### src/rtl/dsp_seq_pkg.sv
// Shared types for the DSP mode sequencer: microinstruction layout, mode-field
// widths and FSM state encoding.
package dsp_seq_pkg;

  localparam int unsigned UCODE_W      = 20;
  localparam int unsigned ALUMODE_W    = 4;
  localparam int unsigned OPMODE_W     = 7;
  localparam int unsigned INMODE_W     = 5;
  localparam int unsigned CARRYINSEL_W = 3;

  localparam int unsigned ALUMODE_LSB    = 0;
  localparam int unsigned OPMODE_LSB     = 4;
  localparam int unsigned INMODE_LSB     = 11;
  localparam int unsigned CARRYINSEL_LSB = 16;
  localparam int unsigned LAST_BIT       = 19;

  localparam int unsigned DRAIN_W = 4;

  typedef struct packed {
    logic [CARRYINSEL_W-1:0] carryinsel;
    logic [INMODE_W-1:0]     inmode;
    logic [OPMODE_W-1:0]     opmode;
    logic [ALUMODE_W-1:0]    alumode;
  } mode_t;

  typedef struct packed {
    logic  last;
    mode_t mode;
  } ucode_t;

  typedef enum logic [1:0] {
    ST_IDLE,
    ST_RUN,
    ST_DRAIN,
    ST_DONE
  } seq_state_t;

  // A pass ends on an explicit LAST or when the final slot is reached.
  function automatic logic pass_ends(input ucode_t w, input logic last_slot);
    return w.last | last_slot;
  endfunction

endpackage

### src/rtl/dsp_seq_ucode_ram.sv
// Microinstruction store: DEPTH x 20 register file, synchronous write,
// asynchronous read. Contents are not reset.
module dsp_seq_ucode_ram
  import dsp_seq_pkg::*;
#(
  parameter int unsigned DEPTH = 8,
  parameter int unsigned AW    = $clog2(DEPTH)
) (
  input  logic          clk,
  input  logic          we,
  input  logic [AW-1:0] waddr,
  input  ucode_t        wdata,
  input  logic [AW-1:0] raddr,
  output ucode_t        rdata
);

  ucode_t mem [DEPTH];

  always_ff @(posedge clk) begin
    if (we) begin
      mem[waddr] <= wdata;
    end
  end

  assign rdata = mem[raddr];

endmodule

### src/rtl/dsp_mode_sequencer.sv
// Microcoded DSP-slice mode sequencer: replays the ucode table for REPS+1 passes,
// drains LATENCY cycles, then pulses DONE. Optional ABORT input via DSP_SEQ_ABORT_EN.
module dsp_mode_sequencer
  import dsp_seq_pkg::*;
#(
  parameter int unsigned DEPTH   = 8,
  parameter int unsigned CNTW    = 8,
  parameter int unsigned LATENCY = 4
) (
  input  logic                     CLK,
  input  logic                     RSTSEQ,
  input  logic                     WE,
  input  logic [$clog2(DEPTH)-1:0] WADDR,
  input  logic [UCODE_W-1:0]       WDATA,
  input  logic                     START,
  input  logic [CNTW-1:0]          REPS,
  input  logic                     STALL,
`ifdef DSP_SEQ_ABORT_EN
  input  logic                     ABORT,
`endif
  output logic [ALUMODE_W-1:0]     ALUMODE_OUT,
  output logic [OPMODE_W-1:0]      OPMODE_OUT,
  output logic [INMODE_W-1:0]      INMODE_OUT,
  output logic [CARRYINSEL_W-1:0]  CARRYINSEL_OUT,
  output logic                     CE_OUT,
  output logic                     BUSY,
  output logic                     DONE
);

  localparam int unsigned AW = $clog2(DEPTH);
  localparam logic [AW-1:0] PC_MAX = AW'(DEPTH - 1);

  seq_state_t          state, state_nx;
  logic [AW-1:0]       pc, pc_nx;
  logic [CNTW-1:0]     pass_cnt, pass_nx;
  logic [DRAIN_W-1:0]  drain_cnt, drain_nx;
  mode_t               mode_q, mode_nx;
  logic                ce_q, ce_nx;
  logic                busy_q, busy_nx;
  logic                done_q, done_nx;
  logic                abort_req;
  logic                tbl_we;
  ucode_t              slot;

`ifdef DSP_SEQ_ABORT_EN
  assign abort_req = ABORT;
`else
  assign abort_req = 1'b0;
`endif

  assign tbl_we = WE && (state == ST_IDLE);

  dsp_seq_ucode_ram #(
    .DEPTH (DEPTH),
    .AW    (AW)
  ) u_ram (
    .clk   (CLK),
    .we    (tbl_we),
    .waddr (WADDR),
    .wdata (ucode_t'(WDATA)),
    .raddr (pc),
    .rdata (slot)
  );

  // Status outputs describe the state the sequencer was in when the edge fired,
  // so BUSY/DONE lag the state register by one cycle like the mode outputs.
  always_comb begin
    state_nx = state;
    pc_nx    = pc;
    pass_nx  = pass_cnt;
    drain_nx = drain_cnt;
    mode_nx  = mode_q;
    ce_nx    = 1'b0;
    busy_nx  = (state == ST_RUN) || (state == ST_DRAIN);
    done_nx  = (state == ST_DONE);

    unique case (state)
      ST_IDLE: begin
        if (START && !WE) begin
          state_nx = ST_RUN;
          pc_nx    = '0;
          pass_nx  = REPS;
        end
      end

      ST_RUN: begin
        if (abort_req) begin
          state_nx = ST_DONE;
        end else if (!STALL) begin
          mode_nx = slot.mode;
          ce_nx   = 1'b1;
          if (pass_ends(slot, pc == PC_MAX)) begin
            pc_nx = '0;
            if (pass_cnt == '0) begin
              state_nx = ST_DRAIN;
              drain_nx = DRAIN_W'(LATENCY);
            end else begin
              pass_nx = pass_cnt - CNTW'(1);
            end
          end else begin
            pc_nx = pc + AW'(1);
          end
        end
      end

      ST_DRAIN: begin
        if (abort_req) begin
          state_nx = ST_DONE;
        end else if (!STALL) begin
          ce_nx    = 1'b1;
          drain_nx = drain_cnt - DRAIN_W'(1);
          if (drain_cnt == DRAIN_W'(1)) begin
            state_nx = ST_DONE;
          end
        end
      end

      ST_DONE: begin
        state_nx = ST_IDLE;
      end

      default: begin
        state_nx = ST_IDLE;
      end
    endcase
  end

  always_ff @(posedge CLK) begin
    if (RSTSEQ) begin
      state     <= ST_IDLE;
      pc        <= '0;
      pass_cnt  <= '0;
      drain_cnt <= '0;
      mode_q    <= '0;
      ce_q      <= 1'b0;
      busy_q    <= 1'b0;
      done_q    <= 1'b0;
    end else begin
      state     <= state_nx;
      pc        <= pc_nx;
      pass_cnt  <= pass_nx;
      drain_cnt <= drain_nx;
      mode_q    <= mode_nx;
      ce_q      <= ce_nx;
      busy_q    <= busy_nx;
      done_q    <= done_nx;
    end
  end

  assign ALUMODE_OUT    = mode_q.alumode;
  assign OPMODE_OUT     = mode_q.opmode;
  assign INMODE_OUT     = mode_q.inmode;
  assign CARRYINSEL_OUT = mode_q.carryinsel;
  assign CE_OUT         = ce_q;
  assign BUSY           = busy_q;
  assign DONE           = done_q;

endmodule

### config.mk
export PLATFORM = sky130hd
export DESIGN_NAME = dsp_mode_sequencer
export DESIGN_NICKNAME = d
export VERILOG_FILES = /design/src/rtl/dsp_seq_pkg.sv /design/src/rtl/dsp_seq_ucode_ram.sv /design/src/rtl/dsp_mode_sequencer.sv
export SDC_FILE = /design/constraint.sdc
export NUM_CORES = 1
export LEC_CHECK = 0
export CAP_MARGIN = 15
export CORE_MARGIN = 3
export CORE_UTILIZATION = 50
export DETAILED_ROUTE_END_ITERATION = 6
export PLACE_DENSITY = 0.69
export REMOVE_ABC_BUFFERS = 1
export SKIP_CTS_REPAIR_TIMING = 1
export SYNTH_ARGS = -nofsm -noshare
export SYNTH_HDL_FRONTEND = slang
export SYNTH_SLANG_ARGS = --single-unit
### constraint.sdc
create_clock -name CLK -period 2.7 [get_ports CLK]
set_input_delay 0.675 -clock CLK [delete_from_list [all_inputs] [get_ports CLK]]
set_output_delay 0.675 -clock CLK [all_outputs]
set_load 0.05 [all_outputs]
==> results.yml <==
outcome:
  status: "complete, no violations"
route:
  wl_per_cell_um: 19.90
  routed_via_density: 5.564
  wl_met2_um: 7358
  drt-met1-wl_um: 6727
  routed.top_layer: "met4"
  drt-initial-drc-count: 226
  final_antenna_net_count: 0
  num_vias: 4201
  drc: 0
  routed_wl_um: 15020
  wl_met3_um: 687
  drtPass1Iterations: 4
global_routing:
  grt_pass1_wl_um: 24350
  grt_max_degree: 40
  first_global_vias: 4366
  grt_usage: 0.1772
  antenna_found_initial: 0
  grt_overflow: 0
power:
  p_leak_nw: 3.083
  pwr-share-comb: 0.217
  powerDensity_mw_per_mm2: 885.6
  internal_power_mw: 6.154
  p_switching_mw: 2.365
  switching_share: 0.2776
  p_seq_frac: 0.439
  peakVddDrop_v: 0.0006084
  power_frac_clock: 0.344
sta:
  final_hold_viol_count: 0
  slew_violations: 0
  final.period_utilization: 0.8997
  skew_ns: 0.008088
  grt_setup_unrepaired: "false"
  relSlewSlack: 0.6628
  min_period_ns: 2.429
  worst_pin_slew_ns: 0.5043
  setup_ws_ns: 0.2708
  finalSetupViolations: 0
  max_freq_mhz: 411.7
setup_path:
  r2r_end: "pass_cnt[6]"
  startpoint_type: "flip-flop"
  r2r_slack_ns: 0.27
  crit_slowest_cell: "dfxtp_1"
  crit_chain: "mux2_1 -> mux4_2 -> nor2_1 -> o311ai_0 -> o31ai_1"
  cp_data_required_time_ns: 3.07
  critPathTopFamily: "multiplexers"
  slowest_delay_ns: 0.59
  critPathKind: "flip-flop to flip-flop"
  cp.arrival_ns: 2.80
  reg2reg_depth: 5
  end_kind: "flip-flop"
  critPathBufInv: 0
  path_max_fanout: 8
place:
  numPlacedInstances: 718
  port_buffers: 57
  post-dp-hpwl_um: 8692
  post_dp_cell_area_mm2: 0.008914
  gp_congestion: 0.8270
  place_ws_ns: 0.2337
hold_path:
  hold_class: "flip-flop to flip-flop"
  min_path_cells: 2
  whs_endpoint: "pass_cnt[3]"
  min-delay-start: "pass_cnt[3]"
die:
  num_rows: 45
  die_h_um: 131.7
  core_area_mm2: 0.01531
  initial_utilization: 0.5161
  die-area_mm2: 0.01735
  dieWidth_um: 131.7
  io_pins: 58
logic_synthesis:
  synth_async_sr_flop_share: 0
  synthFlopType: "edfxtp_1"
  yosysMostFrequentCell: "edfxtp_1"
  ys_warn_count: 0
  ys_top_cells_by_count: "edfxtp_1 (160), nor2_1 (45), dfxtp_1 (42), mux4_2 (39), mux2i_1 (24)"
  synth_top_area_share: 0.6079
  synth_edf_count: 160
  ys_seq_area_frac: 0.7143
  ys_ff_latch: 202
  ys_top_cells_by_area: "edfxtp_1 (61%), mux4_2 (11%), dfxtp_1 (11%), mux2i_1 (3.0%), nor2_1 (2.1%)"
  synth_area_mm2: 0.007904
  syn_area_per_cell_um2: 17.45
  synth_area_leader_cell: "edfxtp_1"
  syn_inst: 453
  synthDistinctLibCells: 48
clocking:
  clk_latency_ns: 0.48
  cts_tree: "done"
  cts_buffers: 21
  cts-root-buf: "clkbuf_16"
  cts.path.max_buffers: 3
  htreeDepth: 1
  cts.sinks: 202
  clkSlewWorstSetupHoldPaths_ns: 0.06
run:
  maxCapViolations: 0
cells_and_area:
  utilization: 0.6282
  syn_to_final_growth_pct: 21.72
  layout.nets: 576
  drive_above_1_share: 0.1875
  fin_area_mm2: 0.009620
  layout.cells.non_filler: 755
  antenna_cells: 0
-- flip-flops by register name (all words and copies together) (netlist names), 3 cells and up, named ones only --
signal,count
OPMODE_OUT,7
INMODE_OUT,5
pc,3
CARRYINSEL_OUT,3
ALUMODE_OUT,4
u_ram.mem,160
pass_cnt,8
drain_cnt,4
-- tightest hold or removal path, cell delays in order, from the launching register on --
cell and delay [ns]:
dfxtp_1 0.33, nand2_1 0.06, o32ai_1 0.06
-- layer usage --
layer	global-route usage	up-vias
met3	0.03550	28
met2	0.2911	93
met1	0.2501	2125
met4	0.03909	0
li1	-	1955
met5	0	-
-- cells in the final DEF (no fill, tap or decap), types with 8 or more instances in the layout --
cell,count
edfxtp_1,160
ha_1,10
clkbuf_16,21
nor2_1,39
nand2_1,11
buf_12,8
buf_4,10
dfxtp_1,41
a211oi_1,20
inv_1,10
mux4_2,39
a21oi_1,9
mux2i_1,24
clkdlybuf4s50_1,57
-- through the flow --
step           TNS, ns  power [mW]  hold slack (ns)
2_1_floorplan   -10.49       5.049           0.4532
6_report             0       8.519           0.4917
5_1_grt              0       8.922           0.5081
3_5_place_dp         0       5.647           0.4787
4_1_cts              0       8.594           0.4915
3_3_place_gp         0       5.607           0.4697
-- cell families after synthesis --
| group | share of synthesized area |
|---|---|
| and+or+nand+nor | 0.04923 |
| muxes | 0.1477 |
| buffers and inverters | 0.01757 |
| DFF | 0.7143 |
| AOI/OAI and AO/OA | 0.05541 |
| adders and majority gates | 0.01583 |
-- area by class of cell --
class / instances / area (um^2)
Multi-Input combinational cell: 218 / 2152
Inverter: 12 / 45.04
Tap cell: 211 / 264.0
Sequential cell: 202 / 5647
Clock buffer: 24 / 536.8
Timing Repair Buffer: 75 / 805.8
Clock inverter: 13 / 170.2
Fill cell: 1141 / 5694
-- power groups by stage --
stage | sequential [mW] | clock, mW | combinational (mW)
after floorplan | 4.03 | 0 | 1.02
after global placement | 3.79 | 0 | 1.81
after detailed placement | 3.80 | 0 | 1.84
after CTS | 3.74 | 3.00 | 1.85
after global routing | 3.77 | 3.13 | 2.03
final | 3.74 | 2.93 | 1.85
-- how the worst max path moves through the flow --
stage	start	to	slack (ns)	cells after the start
2_1_floorplan	state[1]	pass_cnt[0]	-0.64	7
6_report	flip-flop	pass_cnt[6]	0.27	5
5_1_grt	flip-flop	state[1]	0.11	5
3_5_place_dp	WE	pass_cnt[6]	0.23	7
3_3_place_gp	STALL	flip-flop	0.30	7
4_1_cts	flip-flop	state[1]	0.31	5
Note: power is estimated with default switching activity, not from simulation.
==> RTL change, RTL diff (config.mk and constraints unchanged) <==
Reset style: asynchronous (`RSTSEQ`), changed in one clocked block.
--- a/src/rtl/dsp_mode_sequencer.sv
+++ b/src/rtl/dsp_mode_sequencer.sv
@@ -125,7 +125,7 @@
     endcase
   end
 
-  always_ff @(posedge CLK) begin
+  always_ff @(posedge CLK or posedge RSTSEQ) begin
     if (RSTSEQ) begin
       state     <= ST_IDLE;
       pc        <= '0;
Function: differs if RSTSEQ is asserted again (counterexample within 4 cycles, from zero or initial values and one cycle with RSTSEQ high); with RSTSEQ held inactive, the same outputs for 4 cycles.
==> RTL change against the original RTL <==
  * Die area hardly changed
  * Maximum frequency is 4.0% higher
  * Highest routed layer unchanged
  * Power up 7.7%
  * Sequential cell count decreased by 3
  * Critical path type unchanged
  * Area after synthesis about the same
  * Largest power group unchanged
  * Count of clock-buffer cells in the layout shrank 5
  * Wire length grew 0.73%
  * Setup slack improved by 0.093 ns
  * Global-route usage rose by 0.84 points
  * Design area decreased by 0.49%
==> RTL change: results (changes against the original RTL) <==
- Hold slack: 0.480 ns (-0.0118 ns)
- Register with the most flip-flops: u_ram.mem
- Total CTS buffers: 17 (-19%)
- Fill cell count: 1142 (+0.088%)
- GR Util All Layers: 0.186 (+0.00836)
- Switching share of power: 0.327 (+0.0491)
- Main area contributors after synthesis: edfxtp_1 61%, dfrtp_1 12%, mux4_2 11%
- Post-DP HPWL: 9170 um (+5.5%)
- Hold Path Depth: 2 (unchanged)
- Clock group: 2.53 mW (-14%)
- Post-synthesis sequential area ratio: 0.732 (+0.0177)
- Area after DPL: 0.00896 mm^2 (+0.52%)
- R2R Setup Slk: 0.36 ns (+0.09 ns)
- Number of global-route vias before repair: 4292 (-1.7%)
- Drt pass-1 iters: 6 (+2)
- Sequential cell area: 0.00578 mm^2 (+2.4%)
- CP top delay family: simple AND/OR/NAND/NOR gates
- CP Data Arrival Time: 2.65 ns (-0.15 ns)
- Worst Skew: 0.00919 ns (+0.00110 ns)
- Port bufs: 57 (unchanged)
- GP Congestion: 0.824 (-0.31%)
- Clk pwr share: 0.276 (-0.068)
- Async set-reset flop share out of synthesis: 0.196 (+0.196)
- Tmin final: 2.34 ns (-0.0935 ns)
- Startpoint Class: register
- First-pass GRT wire length: 24300 um (-0.40%)
- HP Start: OPMODE_OUT[0]
- Unique masters post-synth: 36 (-25%)
- CTS Buffer Depth: 2 (-1)
- H-Tree Depth: 4 (+3)
- Pin count of the biggest net entering global routing: 39 (-2.5%)
- Final net count: 560 (-2.8%)
- Leak: 3.19 nW (+3.4%)
- Placed insts: 706 (-1.7%)
- Vias: 4123 (-1.9%)
- Fraction of layout cells with a size suffix above 1: 0.216 (+0.0288)
- WL/cell: 20.5 um (+3.0%)
- Hold Path End: OPMODE_OUT[0]
- Peak VDD IR: 0.678 mV (+11%)
- Normalized max-slew margin: 0.643 (-0.0197)
- Latest clock arrival within the worst-skew pair: 0.43 ns (-0.05 ns)
- Flop pwr share: 0.422 (-0.017)
- Drt total wl: 15100 um (+0.73%)
- Reg-to-Reg End: drain_cnt[2]
- Outcome: finished clean
- Clock transition at the registers of the reported paths: 0.07 ns
- Cells after Synth: 436 (-3.8%)
- Setup WS pre-CTS: 0.165 ns (-0.0685 ns)
- Starting DRT DRC Count: 276 (+22%)
-- RTL change: cell type report --
type,instances,share of cell area
Sequential cell,199,0.604
Clock inverter,13,0.0167
Timing Repair Buffer,79,0.0886
Clock buffer,19,0.0473
Multi-Input combinational cell,206,0.211
Tap cell,211,0.0276
Inverter,11,0.00431
-- RTL change: kinds of logic (layout without fill, tap and decap cells) --
logic type               count (synthesis)  count (layout)  share of synthesized area
XOR/XNOR                                 1               1                    0.00111
adder cells (fa/ha/maj)                 10              10                     0.0158
buffers and inverters                   31             122                     0.0157
flip-flops                             199             199                      0.732
multiplexers                            67              67                      0.147
AND/OR/NAND/NOR                         81              81                     0.0516
AO/OA/AOI/OAI                           47              47                     0.0368
-- RTL change: layer usage --
| layer | part of all wire | global-route usage | vias to the layer above |
|---|---|---|---|
| met5 | 0 | 0 | - |
| met4 | 0.012 | 0.0513 | 0 |
| met3 | 0.053 | 0.0479 | 15 |
| met2 | 0.49 | 0.294 | 121 |
| met1 | 0.44 | 0.260 | 2109 |
| li1 | - | - | 1878 |
